<file path="config.mk">
export PLATFORM = sky130hd
export DESIGN_NAME = coffee_dispense_sequencer
export DESIGN_NICKNAME = d
export VERILOG_FILES = /design/src/rtl/vm_pkg.sv /design/src/rtl/vm_tick_gen.sv /design/src/rtl/coffee_dispense_sequencer.sv
export SDC_FILE = /design/constraint.sdc
export NUM_CORES = 1
export LEC_CHECK = 0
export BUFFER_PORTS_ARGS = -buffer_cell sky130_fd_sc_hd__buf_4
export CAP_MARGIN = 20
export CORE_ASPECT_RATIO = 1.2
export CORE_MARGIN = 1
export CORE_UTILIZATION = 45
export CTS_CLUSTER_SIZE = 16
export DETAILED_ROUTE_END_ITERATION = 12
export PLACE_DENSITY = 0.65
export RECOVER_POWER = 100
export SYNTH_ARGS = -nofsm -noshare
export SYNTH_HDL_FRONTEND = slang
export SYNTH_SLANG_ARGS = --single-unit
</file>
<file path="constraint.sdc">
create_clock -name FPGA_CLK -period 3.2 [get_ports FPGA_CLK]
set_input_delay 0 -clock FPGA_CLK [delete_from_list [all_inputs] [get_ports FPGA_CLK]]
set_output_delay 0 -clock FPGA_CLK [all_outputs]
set_load 0.005 [all_outputs]
</file>
<file path="src/rtl/vm_pkg.sv">
// Shared types and default constants for the coffee vending machine controller.
// Holds the sequencer state encoding, the latched drink code, the credit and
// phase counter widths, and default prices and phase lengths.
package vm_pkg;

    typedef enum logic [2:0] {
        ST_IDLE,
        ST_WATER,
        ST_COFFEE,
        ST_CREAM,
        ST_SUGAR,
        ST_CHANGE
    } state_t;

    typedef enum logic [1:0] {
        DRINK_NONE,
        DRINK_BLACK,
        DRINK_CREAM,
        DRINK_CREAM_SUGAR
    } drink_t;

    localparam int MONEY_W = 5;
    localparam int PHASE_W = 8;

    typedef logic [MONEY_W-1:0] money_t;
    typedef logic [PHASE_W-1:0] phase_t;

    localparam money_t MONEY_MAX = '1;

    localparam int DEF_TICK_DIV          = 1000000;
    localparam int DEF_PRICE_BLACK       = 2;
    localparam int DEF_PRICE_CREAM       = 3;
    localparam int DEF_PRICE_CREAM_SUGAR = 4;
    localparam int DEF_T_WATER           = 200;
    localparam int DEF_T_COFFEE          = 100;
    localparam int DEF_T_CREAM           = 50;
    localparam int DEF_T_SUGAR           = 50;

endpackage

</file>
<file path="src/rtl/vm_tick_gen.sv">
// Tick prescaler: counts FPGA_CLK cycles 0..TICK_DIV-1 and flags the last
// count as a one-cycle tick enable.
// Ports:
//   FPGA_CLK   system clock
//   FPGA_RSTB  asynchronous active-low reset
//   clr        restart the count at 0 on the next cycle
//   tick       high while the count sits at TICK_DIV-1
module vm_tick_gen #(
    parameter int TICK_DIV = 1000000
) (
    input  logic FPGA_CLK,
    input  logic FPGA_RSTB,
    input  logic clr,
    output logic tick
);

    localparam int CNT_W = (TICK_DIV > 1) ? $clog2(TICK_DIV) : 1;

    typedef logic [CNT_W-1:0] count_t;

    localparam count_t LAST = count_t'(TICK_DIV - 1);

    count_t count;

    // tick must not depend on clr: the top derives clr from transitions that
    // are themselves decided by tick.
    assign tick = (count == LAST);

    always_ff @(posedge FPGA_CLK or negedge FPGA_RSTB) begin
        if (!FPGA_RSTB) begin
            count <= '0;
        end else if (clr || tick) begin
            count <= '0;
        end else begin
            count <= count + 1'b1;
        end
    end

endmodule

</file>
<file path="src/rtl/coffee_dispense_sequencer.sv">
// Coffee vending machine controller: keeps the coin credit, checks the price
// of the selected drink, deducts it and runs the valves through timed phases,
// then pays change one coin per tick on request.
// Ports:
//   FPGA_CLK, FPGA_RSTB          clock, asynchronous active-low reset
//   coin_pulse, change_req       one-cycle pulses: coin in, return credit
//   sel_black/cream/cream_sugar  one-cycle drink selection pulses
//   money                        current credit 0..31
//   water, coffee, cream, sugar  valve enables (level)
//   change_pulse                 one pulse per coin returned
//   coin_reject, err_funds, done one-cycle status pulses
//   busy                         high in every state except IDLE
module coffee_dispense_sequencer
    import vm_pkg::*;
#(
    parameter int TICK_DIV          = DEF_TICK_DIV,
    parameter int PRICE_BLACK       = DEF_PRICE_BLACK,
    parameter int PRICE_CREAM       = DEF_PRICE_CREAM,
    parameter int PRICE_CREAM_SUGAR = DEF_PRICE_CREAM_SUGAR,
    parameter int T_WATER           = DEF_T_WATER,
    parameter int T_COFFEE          = DEF_T_COFFEE,
    parameter int T_CREAM           = DEF_T_CREAM,
    parameter int T_SUGAR           = DEF_T_SUGAR
) (
    input  logic         FPGA_CLK,
    input  logic         FPGA_RSTB,
    input  logic         coin_pulse,
    input  logic         change_req,
    input  logic         sel_black,
    input  logic         sel_cream,
    input  logic         sel_cream_sugar,
    output logic [4:0]   money,
    output logic         water,
    output logic         coffee,
    output logic         cream,
    output logic         sugar,
    output logic         change_pulse,
    output logic         coin_reject,
    output logic         err_funds,
    output logic         busy,
    output logic         done
);

    localparam money_t P_BLACK       = money_t'(PRICE_BLACK);
    localparam money_t P_CREAM       = money_t'(PRICE_CREAM);
    localparam money_t P_CREAM_SUGAR = money_t'(PRICE_CREAM_SUGAR);
    localparam phase_t LAST_WATER    = phase_t'(T_WATER - 1);
    localparam phase_t LAST_COFFEE   = phase_t'(T_COFFEE - 1);
    localparam phase_t LAST_CREAM    = phase_t'(T_CREAM - 1);
    localparam phase_t LAST_SUGAR    = phase_t'(T_SUGAR - 1);

    state_t state, state_next;
    drink_t drink, drink_next, sel_drink;
    money_t money_next, price, coin_inc;
    phase_t phase_cnt, phase_next, phase_last;
    logic   tick, tick_clr, coin_ok, phase_done;
    logic   reject_next, err_next, change_next, done_next;

    vm_tick_gen #(
        .TICK_DIV (TICK_DIV)
    ) u_tick_gen (
        .FPGA_CLK  (FPGA_CLK),
        .FPGA_RSTB (FPGA_RSTB),
        .clr       (tick_clr),
        .tick      (tick)
    );

    // Coins are accepted everywhere except CHANGE, and never past 31 so the
    // credit cannot wrap.
    assign coin_ok  = coin_pulse && (money != MONEY_MAX) && (state != ST_CHANGE);
    assign coin_inc = {{(MONEY_W-1){1'b0}}, coin_ok};

    // Next-state, credit and pulse decisions for the registered outputs.
    always_comb begin
        state_next  = state;
        drink_next  = drink;
        money_next  = money + coin_inc;
        reject_next = coin_pulse && !coin_ok;
        err_next    = 1'b0;
        change_next = 1'b0;
        done_next   = 1'b0;
        sel_drink   = DRINK_NONE;
        price       = '0;
        phase_last  = '0;

        if (sel_black) begin
            sel_drink = DRINK_BLACK;
            price     = P_BLACK;
        end else if (sel_cream) begin
            sel_drink = DRINK_CREAM;
            price     = P_CREAM;
        end else if (sel_cream_sugar) begin
            sel_drink = DRINK_CREAM_SUGAR;
            price     = P_CREAM_SUGAR;
        end

        case (state)
            ST_WATER:  phase_last = LAST_WATER;
            ST_COFFEE: phase_last = LAST_COFFEE;
            ST_CREAM:  phase_last = LAST_CREAM;
            ST_SUGAR:  phase_last = LAST_SUGAR;
            default:   phase_last = '0;
        endcase
        phase_done = tick && (phase_cnt == phase_last);

        case (state)
            ST_IDLE: begin
                // A selection outranks change_req in the same cycle.
                if (sel_drink != DRINK_NONE) begin
                    if (money >= price) begin
                        money_next = money - price + coin_inc;
                        drink_next = sel_drink;
                        state_next = ST_WATER;
                    end else begin
                        err_next = 1'b1;
                    end
                end else if (change_req && (money != '0)) begin
                    state_next = ST_CHANGE;
                end
            end
            ST_WATER: begin
                if (phase_done) state_next = ST_COFFEE;
            end
            ST_COFFEE: begin
                if (phase_done) state_next = (drink == DRINK_BLACK) ? ST_IDLE : ST_CREAM;
            end
            ST_CREAM: begin
                if (phase_done) state_next = (drink == DRINK_CREAM_SUGAR) ? ST_SUGAR : ST_IDLE;
            end
            ST_SUGAR: begin
                if (phase_done) state_next = ST_IDLE;
            end
            ST_CHANGE: begin
                money_next = money;
                if (money == '0) begin
                    state_next = ST_IDLE;
                end else if (tick) begin
                    change_next = 1'b1;
                    money_next  = money - 1'b1;
                end
            end
            default: state_next = ST_IDLE;
        endcase

        if ((state != ST_IDLE) && (state != ST_CHANGE) && (state_next == ST_IDLE)) begin
            done_next  = 1'b1;
            drink_next = DRINK_NONE;
        end

        // Every state entry restarts both the prescaler and the phase count,
        // so a phase of T ticks lasts exactly T*TICK_DIV cycles.
        tick_clr = (state_next != state);
        if (tick_clr) begin
            phase_next = '0;
        end else if (tick) begin
            phase_next = phase_cnt + 1'b1;
        end else begin
            phase_next = phase_cnt;
        end
    end

    // State, credit and registered outputs; reset drops valves and credit at once.
    always_ff @(posedge FPGA_CLK or negedge FPGA_RSTB) begin
        if (!FPGA_RSTB) begin
            state        <= ST_IDLE;
            drink        <= DRINK_NONE;
            phase_cnt    <= '0;
            money        <= '0;
            water        <= 1'b0;
            coffee       <= 1'b0;
            cream        <= 1'b0;
            sugar        <= 1'b0;
            change_pulse <= 1'b0;
            coin_reject  <= 1'b0;
            err_funds    <= 1'b0;
            busy         <= 1'b0;
            done         <= 1'b0;
        end else begin
            state        <= state_next;
            drink        <= drink_next;
            phase_cnt    <= phase_next;
            money        <= money_next;
            water        <= (state_next == ST_WATER);
            coffee       <= (state_next == ST_COFFEE);
            cream        <= (state_next == ST_CREAM);
            sugar        <= (state_next == ST_SUGAR);
            change_pulse <= change_next;
            coin_reject  <= reject_next;
            err_funds    <= err_next;
            busy         <= (state_next != ST_IDLE);
            done         <= done_next;
        end
    end

endmodule
</file>
Yosys cells after proc, flatten, opt, wreduce, memory -nomap -nowiden
Cells that the tools add are included.
{"block": "classes", "addsub": 6, "magnitude_cmp": 1, "eq_ne": 18, "mux": 37, "reduce_logical": 23}
{"cell": "2-to-1 mux 3 bit", "n": 12}
{"cell": "one-hot mux 8 bit (3 select lines)", "n": 1}
{"cell": "adder 20 x 1 -> 20 bit, second input constant", "n": 1}
{"cell": "equality test 20 bit, second input constant", "n": 1}
{"cell": "2-to-1 mux 20 bit", "n": 1}
{"cell": "2-to-1 mux 5 bit", "n": 4}
{"cell": "one-hot mux 3 bit (6 select lines)", "n": 1}
{"cell": "2-to-1 mux 2 bit", "n": 8}
{"cell": "2-to-1 mux 8 bit", "n": 2}
{"cell": "equality test 3 x 2 -> 1 bit, second input constant", "n": 4}
{"cell": "adder 5 x 1 -> 5 bit", "n": 2}
{"cell": "one-hot mux 5 bit (2 select lines)", "n": 1}
{"cell": "nonzero test 2 bit", "n": 5}
{"cell": "equality test 3 bit, second input constant", "n": 3}
{"cell": "adder 8 x 1 -> 8 bit, second input constant", "n": 1}
{"cell": "equality test 8 bit", "n": 1}
{"cell": "logical AND 1 bit", "n": 7}
{"cell": "2-to-1 mux 1 bit", "n": 7}
{"cell": "equality test 3 x 1 -> 1 bit, second input constant", "n": 2}
{"cell": "zero test 3 bit", "n": 2}
{"cell": "nonzero test 3 bit", "n": 2}
{"cell": ">= comparator 5 bit", "n": 1}
{"cell": "zero test 5 bit", "n": 1}
{"cell": "inequality test 5 bit, second input constant", "n": 1}
{"cell": "13 further kinds", "n": 14}
{"block": "totals", "reg_bits": 47, "in_bits": 7, "output_inout_bits": 14, "wordCells": 99}

Longest topological paths before layout
{"block": "logic_depth", "word_depth": 11, "depth_mapped": 14, "ltp_nobuf": 13}

Modules after synthesis
A second synthesis with hierarchy kept.
{"block": "hier_totals", "hier_cells": 327, "hier_area_um2": 3045.4}
{"module": "coffee_dispense_sequencer", "n_inst": 1, "cells_per_inst": 222, "area_per_inst_um2": 2024.4, "seq_area_each_um2": 675.6}
{"module": "vm_tick_gen", "n_inst": 1, "cells_per_inst": 105, "area_per_inst_um2": 1021.0, "seq_area_each_um2": 500.5}

Least setup slack after synthesis
Ideal clock, no wire load.
{"block": "synth_timing", "kind": "register -> register", "startpoint": "register state[2]", "endpoint": "register money[4]", "setup_ps": 146, "t_arrival_ps": 2671, "required_ps": 3054, "slack_ps": 383, "stages_incl_launch_ff": 15, "n_path_buf": 2, "synth_period_minus_slack_ps": 2817, "cell_sequence": "dfrtp_1 buf_4 clkbuf_1 nand3b_1 nand3_1 ha_1 inv_1 ha_1 fa_1 a21o_1 a21oi_1 xnor2_1 mux2i_1 a21oi_1 a21oi_1"}
{"block": "synth_between", "elab_chain_len": 6, "word_cells_on_any_way": 12, "cone_classes": "add/sub: 2; eq/ne: 4; mux: 3; reduce/logical: 3"}
{"item": "start: declaration", "line": "coffee_dispense_sequencer.sv:52", "text": "state_t state, state_next;"}
{"item": "start signal: assignment", "line": "coffee_dispense_sequencer.sv:179", "text": "state <= state_next;"}
{"item": "inequality test 3 bit", "line": "coffee_dispense_sequencer.sv:70", "text": "assign coin_ok = coin_pulse && (money != MONEY_MAX) && (state != ST_CHANGE);"}
{"item": "logical AND 1 bit", "line": "coffee_dispense_sequencer.sv:70"}
{"item": "adder 5 x 1 -> 5 bit, on equally long branches", "line": "coffee_dispense_sequencer.sv:77, coffee_dispense_sequencer.sv:111"}
{"item": "2-to-1 mux 5 bit", "line": "coffee_dispense_sequencer.sv:110", "text": "if (money >= price) begin"}
{"item": "2-to-1 mux 5 bit", "line": "coffee_dispense_sequencer.sv:109", "text": "if (sel_drink != DRINK_NONE) begin"}
{"item": "one-hot mux 5 bit (2 select lines)", "line": "coffee_dispense_sequencer.sv:106", "text": "case (state)"}
{"item": "end signal: assignment", "line": "coffee_dispense_sequencer.sv:182", "text": "money <= money_next;"}
{"item": "end: declaration", "line": "coffee_dispense_sequencer.sv:32", "text": "output logic [4:0] money,"}
Several ways; a longest one is shown, not always the timed one.
A chain may end at the register's enable or synchronous reset.

Worst setup path in the final report
{"block": "layout_timing", "startpoint": "register state[1]", "endpoint": "register water"}
{"block": "layout_between", "elab_chain_len": 8, "word_cells_on_any_way": 20, "cone_classes": "eq/ne: 7; mux: 10; reduce/logical: 3"}
{"item": "equality test 3 bit or equality test 3 x 2 -> 1 bit (tied branches)", "line": "coffee_dispense_sequencer.sv:97, coffee_dispense_sequencer.sv:106"}
{"item": "OR reduction 2 bit (no line)"}
{"item": "one-hot mux 8 bit (3 select lines)", "line": "coffee_dispense_sequencer.sv:97", "text": "case (state)"}
{"item": "equality test 8 bit", "line": "coffee_dispense_sequencer.sv:104", "text": "phase_done = tick && (phase_cnt == phase_last);"}
{"item": "logical AND 1 bit", "line": "coffee_dispense_sequencer.sv:104"}
{"item": "2-to-1 mux 3 bit, on equally long branches"}
{"item": "one-hot mux 3 bit (6 select lines) (*)", "line": "coffee_dispense_sequencer.sv:106"}
{"item": "equality test 3 x 1 -> 1 bit (*)", "line": "coffee_dispense_sequencer.sv:183", "text": "water <= (state_next == ST_WATER);"}
{"item": "end signal: assignment", "line": "coffee_dispense_sequencer.sv:183"}
{"item": "end: declaration", "line": "coffee_dispense_sequencer.sv:33", "text": "output logic water,"}
Mark *: on every way between the ends. The rest lies on a longest branch, timed or not.

==> summary.md <==
| Metric | Value |
|---|---|
| Status | `finished, violations left` |
| Failing checks | `capacitance limit, slew limit` |
| WL/cell | `roughly 15 microns` |
| Critical path launch point type | `flip-flop` |
| Clock slew at reported path FFs | `roughly 0.090 ns` |
| Final Max Tran Viols | `48` |
| Part of the power in combinational logic | `0.043` |
| Finished Layout Cells | `between 400 and 500` |
| Count of final hold-check violations | `0` |
| Gate Count Post-Synth | `about 350` |
| TritonCTS Buffers | `5` |
| Synth warn | `0` |
| Routability cong. | `approximately 0.8` |
| CTS tree | `built` |
| GRT Total Usage | `0.205` |
| Worst VDD drop | `between 0.1 and 0.15 mV` |
| Top_reg_cell synth | `dfrtp_1` |
| Pre-antenna DRT Iters | `4` |
| Overflow left after global routing | `0` |
| Core area | `6570 sq um` |
| Syn-to-layout area delta | `11.6%` |
| Family with the most delay on the worst path | `simple AND/OR/NAND/NOR gates` |
| Share of cells above drive strength 1 | `0.104` |
| Postcts setup bufs | `0` |
| Largest net degree at the start of global routing | `48` |
| Final net count | `399` |
| Dpl cell area | `approximately 3400 sq um` |
| Std cell rows | `32` |
| 1st-iter DRT viols | `between 100 and 150` |
| Worst EP required | `between 3 and 4 ns` |
| EDFF count, synth | `0` |
| Setup WS post-layout | `roughly 0.29 ns` |
| Fraction of registers with async set/reset | `1.00` |
| Via count of the routed design | `around 2.6k` |
| Initial antenna violation count | `0` |
| Sequential Power Share | `0.573` |
| Buffer and inverter count on the worst path | `1` |
| # hold bufs at CTS | `2` |
| CTS root buf | `clkbuf_8` |
| Crit share post-route | `0.910` |
| Slowest-stage cell, CP | `or3_1` |
| Post-synth cell types | `52` |
| Diode count | `0` |
| FF+latch count, synth | `between 40 and 50` |
| Sw frac | `0.219` |
| Slew headroom | `-0.678` |
| Placed insts | `450` |
| CP endpoint kind | `flip-flop` |
| R2R Setup Slk | `about 0.29 ns` |
| Setup_tns | `0 ns` |
| PwrDens | `a little under 300 nW/um^2` |
| Clock power share | `0.384` |
| Port Buffer Count | `20` |
| Pleak | `1.60 nW` |
| Hold WS | `~0.064 ns` |
| CTS H-tree depth | `2` |
| Routed WL | `around 6700 microns` |
| Die Footprint | `7300 sq um` |
| Syn Area/Cell | `about 8.9 sq um` |
| Worst path arrival time | `~3.2 ns` |
| Die width | `78.1 microns` |
| Pre-CTS WS | `approximately 0.4 ns` |
| Cell Area, Synth | `between 3000 and 4000 sq um` |
| Final min period | `approximately 2.9 ns` |
| Vias in the first global route | `roughly 2.5k` |
| First-pass GRT wire length | `roughly 12000 microns` |
| Antenna-violating nets left | `0` |
| Fmax | `approximately 340 MHz` |
| DRC | `0` |
| Clock Skews | `approximately 0.0070 ns` |
| Worst-Skew Late Latency | `~0.31 ns` |
| Synth Net Count | `376` |
| Critical path class | `reg2reg` |
| Final Cell Area | `around 3500 sq um` |
| # resized after CTS | `0` |
| RSZ-0062 raised after global routing | `no` |
| Seq/Total Area, Yosys | `0.376` |
| Largest stage delay on the critical path | `~0.51 ns` |
| Die Height | `~93 microns` |
| Worst-path cell chain | `buf_4 -> nor4bb_1 -> o21ai_0 -> o221a_2 -> or3_1 -> a21oi_1 -> a2bb2oi_1 -> and3_1` |
| Max-cap violations | `1` |
| CP Max Fanout | `15` |
| Io pins | `21` |
| Initial Utilization | `0.477` |
| Worst-Margin Slew | `roughly 2.5 ns` |
| Via-per-instance ratio | `around 5.7` |
| DP Wirelength | `4860 microns` |
| Setup-failing EPs final | `0` |
| Min-Delay Path Class | `in2reg` |
| Net Sw Power | `227 uW` |
| Max clock buf depth | `2` |
| Clock sinks | `between 40 and 50` |
| Internal | `between 800 and 900 uW` |
state kept, by name, summed over array words and instances (netlist names):
register and flops:
phase_cnt 8, drink 2, coffee 1, money 5, sugar 1, cream 1
done 1, u_tick_gen.count 20, err_funds 1, water 1, coin_reject 1, change_pulse 1
busy 1, state 3
through the flow:
stage               total power, mW  utilization
floorplan                     0.626            -
global placement              0.650        0.516
detailed placement            0.651        0.516
CTS                            1.05        0.534
global route                   1.08        0.532
finish                         1.04        0.532
power by group through the flow:
| stage | Clock, mW | Combinational, mW | Sequential [mW] |
|---|---|---|---|
| after global placement | 0 | 0.0442 | 0.606 |
| after global routing | 0.434 | 0.0511 | 0.594 |
| after floorplan | 0 | 0.0201 | 0.606 |
| final | 0.398 | 0.0442 | 0.594 |
| after CTS | 0.412 | 0.0469 | 0.594 |
| after detailed placement | 0 | 0.0446 | 0.606 |
cells in the mapped netlist (2+ instances only):
library cell / n / area share
xor2_1: 20 / 0.056
ha_1: 16 / 0.064
fa_1: 2 / 0.013
mux2i_1: 7 / 0.022
nand2_1: 13 / 0.016
nand3b_1: 2 / 0.0048
nand2b_1: 4 / 0.0080
o21ai_0: 13 / 0.021
and2_1: 5 / 0.010
dfrtp_1: 47 / 0.38
clkbuf_1: 13 / 0.016
a21o_1: 3 / 0.0072
and3_1: 7 / 0.014
a211o_1: 2 / 0.0056
or3_1: 6 / 0.012
inv_1: 13 / 0.016
a22o_1: 2 / 0.0056
nor3b_1: 3 / 0.0072
and4_1: 2 / 0.0056
nand3_1: 17 / 0.027
and4b_1: 3 / 0.0096
nor2_1: 54 / 0.065
a2bb2oi_1: 2 / 0.0056
nor3_1: 13 / 0.021
xnor2_1: 9 / 0.025
nor4b_1: 3 / 0.0084
nand4b_1: 3 / 0.0084
and3b_1: 3 / 0.0084
a21oi_1: 19 / 0.030
nand4_1: 12 / 0.024
nor4_1: 2 / 0.0040
nor2b_1: 7 / 0.014
a31oi_1: 4 / 0.0080
nor4bb_1: 2 / 0.0064
final cells by class:
type                            instances  area (sq um)
Fill cell                             636          3070
Multi-Input combinational cell        275          1820
Sequential cell                        47          1180
Timing Repair Buffer                   32           241
Tap cell                               85           106
Clock buffer                            8           100
Inverter                               13          48.8
final timing paths:
kind	startpoint	to	depth (start not counted)
min	sel_black	drink[1]	4
max in group asynchronous	FPGA_RSTB	u_tick_gen.count[13]	2
min in group asynchronous	FPGA_RSTB	u_tick_gen.count[4]	2
min reg2reg	u_tick_gen.count[0]	u_tick_gen.count[0]	1
max	state[1]	water	8
max reg2reg	state[1]	water	8
logic make-up after synthesis:
| kind of cell | synth area share |
|---|---|
| flops | 0.376 |
| fa+ha+maj | 0.0767 |
| mux | 0.0268 |
| buf+inv | 0.0400 |
| simple gates | 0.275 |
| xor+xnor | 0.0811 |
| compound gates | 0.125 |
metal layers:
layer  wire (microns)  GRT usage  share of wire  vias up
met1             3240      0.275           0.48     1289
met4              128     0.0756          0.019        0
li1                 -          -              -     1290
met5                0          0              0        -
met2             3210      0.335           0.48       38
met3              128     0.0293          0.019       10
tightest hold or removal path: cells and delay by family:
kind            cells  cell delay [ns]
simple gates        1             0.04
mux                 1             0.13
compound gates      1             0.05
buf+inv             1             0.10
cells in the final DEF, fill, tap and decap left out, types with 14 or more instances in the layout:
cell type,synthesis,layout
dfrtp_1,47,47
clkbuf_4,0,14
nand3_1,17,17
a21oi_1,19,19
nor2_1,54,54
buf_4,1,15
xor2_1,20,20
ha_1,16,16
(Power assumes the default switching activity.)
